### config.mk
export PLATFORM = sky130hd
export DESIGN_NAME = mac_tile_dual
export DESIGN_NICKNAME = d
export VERILOG_FILES = /design/src/rtl/mac_tile_dual.sv
export SDC_FILE = /design/constraint.sdc
export NUM_CORES = 1
export LEC_CHECK = 0
export CAP_MARGIN = 20
export CORE_MARGIN = 2
export CORE_UTILIZATION = 30
export CTS_BUF_LIST = sky130_fd_sc_hd__clkbuf_8 sky130_fd_sc_hd__clkbuf_16
export DETAILED_ROUTE_END_ITERATION = 6
export PLACE_DENSITY_LB_ADDON = 0.08
export SLEW_MARGIN = 40
export SYNTH_ARGS = -nofsm -noshare
export SYNTH_HDL_FRONTEND = slang
export SYNTH_SLANG_ARGS = --single-unit
### constraint.sdc
create_clock -name clk -period 17.05 [get_ports clk]
set_input_delay 3.41 -clock clk [delete_from_list [all_inputs] [get_ports clk]]
set_output_delay 3.41 -clock clk [all_outputs]
set_load 0.01 [all_outputs]
### src/rtl/mac_tile_dual.sv
// mac_tile_dual: systolic MAC tile with weight-stationary and output-stationary dataflows
module mac_tile_dual #(
    parameter int bw      = 4,
    parameter int psum_bw = 16,
    parameter int SAT     = 0
) (
    input  logic               clk,
    input  logic               reset,
    input  logic               mode,
    input  logic [bw-1:0]      in_w,
    output logic [bw-1:0]      out_e,
    input  logic [psum_bw-1:0] in_n,
    output logic [psum_bw-1:0] out_s,
    input  logic [2:0]         inst_w,
    output logic [2:0]         inst_e
);
    logic signed [bw-1:0]      a_q, b_q;
    logic signed [psum_bw-1:0] c_q, acc_q;
    logic [2:0]                inst_q;
    logic                      load_ready_q, drain_q;
    logic signed [2*bw-1:0]    w_prod;
    logic [psum_bw:0]          w_prod_x, w_ws_sum, w_os_sum;

    // One guard bit above psum_bw exposes overflow as a mismatch of the top two bits
    function automatic logic [psum_bw-1:0] f(input logic [psum_bw:0] s);
        if (SAT != 0 && s[psum_bw] != s[psum_bw-1])
            return s[psum_bw] ? {1'b1, {(psum_bw-1){1'b0}}} : {1'b0, {(psum_bw-1){1'b1}}};
        return s[psum_bw-1:0];
    endfunction

    // Full-precision product, sign-extended sums for both dataflows, output select
    always_comb begin
        w_prod   = a_q * b_q;
        w_prod_x = {{(psum_bw+1-2*bw){w_prod[2*bw-1]}}, w_prod};
        w_ws_sum = w_prod_x + {c_q[psum_bw-1], c_q};
        w_os_sum = w_prod_x + {acc_q[psum_bw-1], acc_q};
        out_s    = mode ? (drain_q ? acc_q : {{(psum_bw-bw){b_q[bw-1]}}, b_q}) : f(w_ws_sum);
    end

    assign out_e  = a_q;
    assign inst_e = inst_q;

    // Tile state; in WS only the first weight after a clear is captured, in OS a drain restarts accumulation from zero
    always_ff @(posedge clk or posedge reset) begin
        if (reset) begin
            a_q          <= '0;
            b_q          <= '0;
            c_q          <= '0;
            acc_q        <= '0;
            inst_q       <= '0;
            drain_q      <= 1'b0;
            load_ready_q <= 1'b1;
        end else begin
            if (inst_w[0] | inst_w[1]) a_q <= in_w;
            inst_q[2:1] <= inst_w[2:1];
            drain_q     <= mode & inst_w[2];
            if (!mode) begin
                if (inst_w[1]) c_q <= in_n;
                if (inst_w[2]) begin
                    b_q          <= '0;
                    load_ready_q <= 1'b1;
                    inst_q[0]    <= inst_w[0];
                end else begin
                    if (inst_w[0] && load_ready_q) begin
                        b_q          <= in_w;
                        load_ready_q <= 1'b0;
                    end
                    if (!load_ready_q) inst_q[0] <= inst_w[0];
                end
            end else begin
                if (inst_w[1]) b_q <= in_n[bw-1:0];
                inst_q[0] <= inst_w[0];
                if (drain_q) acc_q <= inst_q[1] ? f(w_prod_x) : '0;
                else if (inst_q[1]) acc_q <= f(w_os_sum);
            end
        end
    end
endmodule

==> impl_metrics.py <==
metrics = {
    "status": {
        "status": "complete, no violations",
    },
    "synth": {
        "synth_edf_count": 0,
        "synth_top_family_by_area": "compound AO/OA/AOI/OAI gates",
        "synthDistinctLibCells": 59,
        "seq_area_frac_synth": 0.279,
        "yosysMostFrequentCell": "a21oi_1",
        "synth_common_cells": "46 x a21oi_1, 44 x dfrtp_1, 44 x ha_1, 33 x nor2_1, 27 x nand2_1",
        "synth_ff_type": "dfrtp_1",
        "synth_top_area_share": 0.272,
        "async_flop_share": 1.00,
        "synth_fa_ha_area_frac": 0.190,
        "yosysWarningCount": 0,
        "synthSimpleGateAreaFrac": 0.134,
        "synth_area_um2": 4050,
        "synth.area.mux_share": 0.0807,
        "synthCells": 435,
        "synth-compound-area-share": 0.220,
        "syn-num-nets": 516,
        "avgSynthCellArea_um2": 9.30,
        "ys_ff_latch": 45,
        "yosys-top-cells-area": "dfrtp_1 27%, ha_1 14%, mux2_2 5.8%",
        "synth-xor-area-share": 0.0600,
        "synth_largest_area_cell": "dfrtp_1",
    },
    "power": {
        "p_seq_frac": 0.159,
        "leakage_nw": 2.13,
        "p_int_mw": 0.541,
        "ir_drop_uv": 67.7,
        "swShare": 0.468,
        "powerDensity_nw_per_um2": 210,
        "clkPwrFrac": 0.097,
        "switching_power_mw": 0.476,
        "pwr-share-comb": 0.743,
    },
    "final_layout": {
        "diodes": 0,
        "drive_gt1_frac": 0.109,
        "finalCoreUtilization": 0.368,
        "fin_nets": 559,
        "fillCellCount": 1346,
        "syn_to_final_growth_pct": 19.8,
    },
    "clock_network": {
        "htree_levels": 2,
        "hold_buffers": 0,
        "clock_sinks": 45,
        "postCtsResizedCells": 0,
        "numCtsBuffers": 5,
        "clockRootBuffer": "clkbuf_16",
        "path_clk_slew_ns": 0.06,
        "clkLatencyLatePin_ns": 0.29,
        "cts_setup_buffers": 0,
        "cts_tree": "done",
        "clk_path_buf_depth": 2,
    },
    "global_routing": {
        "grt_max_degree": 49,
        "grt_pass1_wl_mm": 18.0,
        "grt.overflow.total": 0,
        "grt_usage": 0.156,
        "first_global_vias": 3472,
        "antenna_found_initial": 0,
    },
    "timing": {
        "worst_pin_slew_ns": 0.618,
        "clock_skew_ns": 0.00287,
        "rsz0062_at_grt": "false",
        "hold_viol": 0,
        "tns_ns": 0,
        "min_period_ns": 9.86,
        "max_freq_ghz": 0.101,
        "relSlewSlack": 0.588,
        "setup_viol": 0,
        "fin_crit_sh": 0.578,
        "drv_slew": 0,
    },
    "routing": {
        "detail_route.wl_per_cell_um": 16.1,
        "dr_total_vias": 3304,
        "first_pass_iters": 4,
        "postRouteAntennaNets": 0,
        "viasPerCell": 5.04,
        "drtIter0Drc": 153,
        "wirelength_mm": 10.5,
        "drc": 0,
    },
    "setup_path": {
        "worstPathArrival_ns": 6.45,
        "cp_max_fo": 21,
        "critPathKind": "register to output pin",
        "worst_ep_required_time_ns": 13.64,
        "crit_path_end_kind": "output pin",
        "critPathMaxStageDelay_ns": 0.56,
        "crit_start": "out_e[0]",
        "worst_setup_path_start_kind": "register",
        "crit_slowest_cell": "fa_1",
        "cp_num_buf_inv": 3,
        "cpMostUsedCell": "fa_1",
        "r2r-start": "out_e[0]",
        "critPathTopFamily": "adder cells",
        "crit_path_cell_trace": "nand2b_1, fa_1, fa_1, fa_1, inv_1, ha_1, fa_1, a21o_1, a21oi_1, xnor3_2, clkinv_2, ha_1, and4_1, a21oi_1, a31oi_1, o41ai_1, mux2_2, nand2_1, clkdlybuf4s50_1",
        "reg2reg_setup_slack_ns": 11.29,
    },
    "die": {
        "die_w_um": 120,
        "fp.dieH_um": 120,
        "dieArea_um2": 14400,
        "start_util": 0.307,
        "io-pin-count": 49,
        "coreArea_um2": 13200,
        "fp-row-count": 42,
    },
    "placement": {
        "gp_congestion": 0.849,
        "portBuffers": 48,
        "dp_hpwl_mm": 8.05,
    },
    "hold_path": {
        "hold_class": "register to register",
        "hp-start": "c_q[0]",
    },
    "flow_run": {
        "cap_violations": 0,
    },
}
==> power groups by stage <==
stage / registers [mW] / logic [mW] / clock network [mW]
3_5_place_dp: 0.164 / 0.751 / 0
5_1_grt: 0.166 / 0.851 / 0.109
6_report: 0.162 / 0.756 / 0.0990
2_1_floorplan: 0.154 / 0.559 / 0
3_3_place_gp: 0.163 / 0.754 / 0
4_1_cts: 0.162 / 0.757 / 0.103
==> logic make-up after synthesis <==
family | after synthesis
and+or+nand+nor | 108
DFF | 45
AOI/OAI and AO/OA | 137
buffers and inverters | 34
xor gates and xnor gates | 26
adders and majority gates | 55
muxes | 30
==> per-layer routing <==
metal / share of wire / vias up / GRT usage
met5: 0 / - / 0
met4: 0.0082 / 0 / 0.0368
met3: 0.018 / 5 / 0.0190
met2: 0.43 / 26 / 0.239
met1: 0.54 / 1592 / 0.233
li1: - / 1681 / -
==> metrics by stage <==
| step | hold slack (ns) | worst slack (ns) | cell area, um2 | instances | total power [mW] |
|---|---|---|---|---|---|
| floorplan | 0.470 | 8.31 | 4050 | 435 | 0.713 |
| global placement | 0.498 | 7.57 | 4700 | 647 | 0.917 |
| detailed placement | 0.506 | 7.50 | 4700 | 647 | 0.914 |
| CTS | 0.524 | 7.15 | 4850 | 655 | 1.02 |
| global route | 0.540 | 6.76 | 4850 | 655 | 1.13 |
| finish | 0.520 | 7.19 | 4850 | 655 | 1.02 |
==> sequential cells by signal, indices dropped and copies added (netlist names) <==
| register | cells |
|---|---|
| acc_q | 16 |
| c_q | 16 |
| b_q | 4 |
| out_e | 4 |
| inst_e | 3 |
| drain_q | 1 |
| load_ready_q | 1 |
==> final timing paths <==
kind	end	cells past startpoint
max in group asynchronous	acc_q[14]	3
min in group asynchronous	inst_e[2]	3
worst max-delay path	out_s[14]	19
worst min register to register	c_q[0]	1
worst min-delay path	c_q[0]	1
worst max register to register	acc_q[15]	19
==> placed cells by master, fill, tap and decap left out, types with 3 or more instances in the layout <==
| cell type | n |
|---|---|
| a31oi_1 | 4 |
| and2_2 | 3 |
| mux2i_1 | 9 |
| and3_1 | 3 |
| clkbuf_16 | 5 |
| dfrtp_1 | 44 |
| o21ai_0 | 25 |
| xor2_1 | 8 |
| mux2_2 | 21 |
| nor3b_1 | 4 |
| o21bai_1 | 5 |
| buf_4 | 4 |
| a211oi_1 | 7 |
| clkdlybuf4s50_1 | 48 |
| xnor2_1 | 17 |
| o31ai_1 | 3 |
| nor2b_1 | 6 |
| a21oi_1 | 46 |
| fa_1 | 11 |
| a22oi_1 | 4 |
| nor2_1 | 32 |
| nand2_1 | 27 |
| nor3_1 | 5 |
| o211ai_1 | 5 |
| and4_1 | 3 |
| o22a_2 | 5 |
| inv_1 | 18 |
| a21o_1 | 11 |
| ha_1 | 44 |
| o21a_1 | 5 |
| and2_1 | 10 |
| nand2b_1 | 3 |
==> cell type report <==
| type | count | area [um2] | share of cell area |
|---|---|---|---|
| clock inverters | 2 | 7.51 | 0.00155 |
| inverters | 18 | 68.8 | 0.0142 |
| multi-input cells | 356 | 2780 | 0.572 |
| clock buffers | 6 | 139 | 0.0286 |
| flip-flops and latches | 45 | 1130 | 0.233 |
| well taps | 176 | 220 | 0.0454 |
| repair buffers | 52 | 510 | 0.105 |
Power figures use the tool's default switching activity.
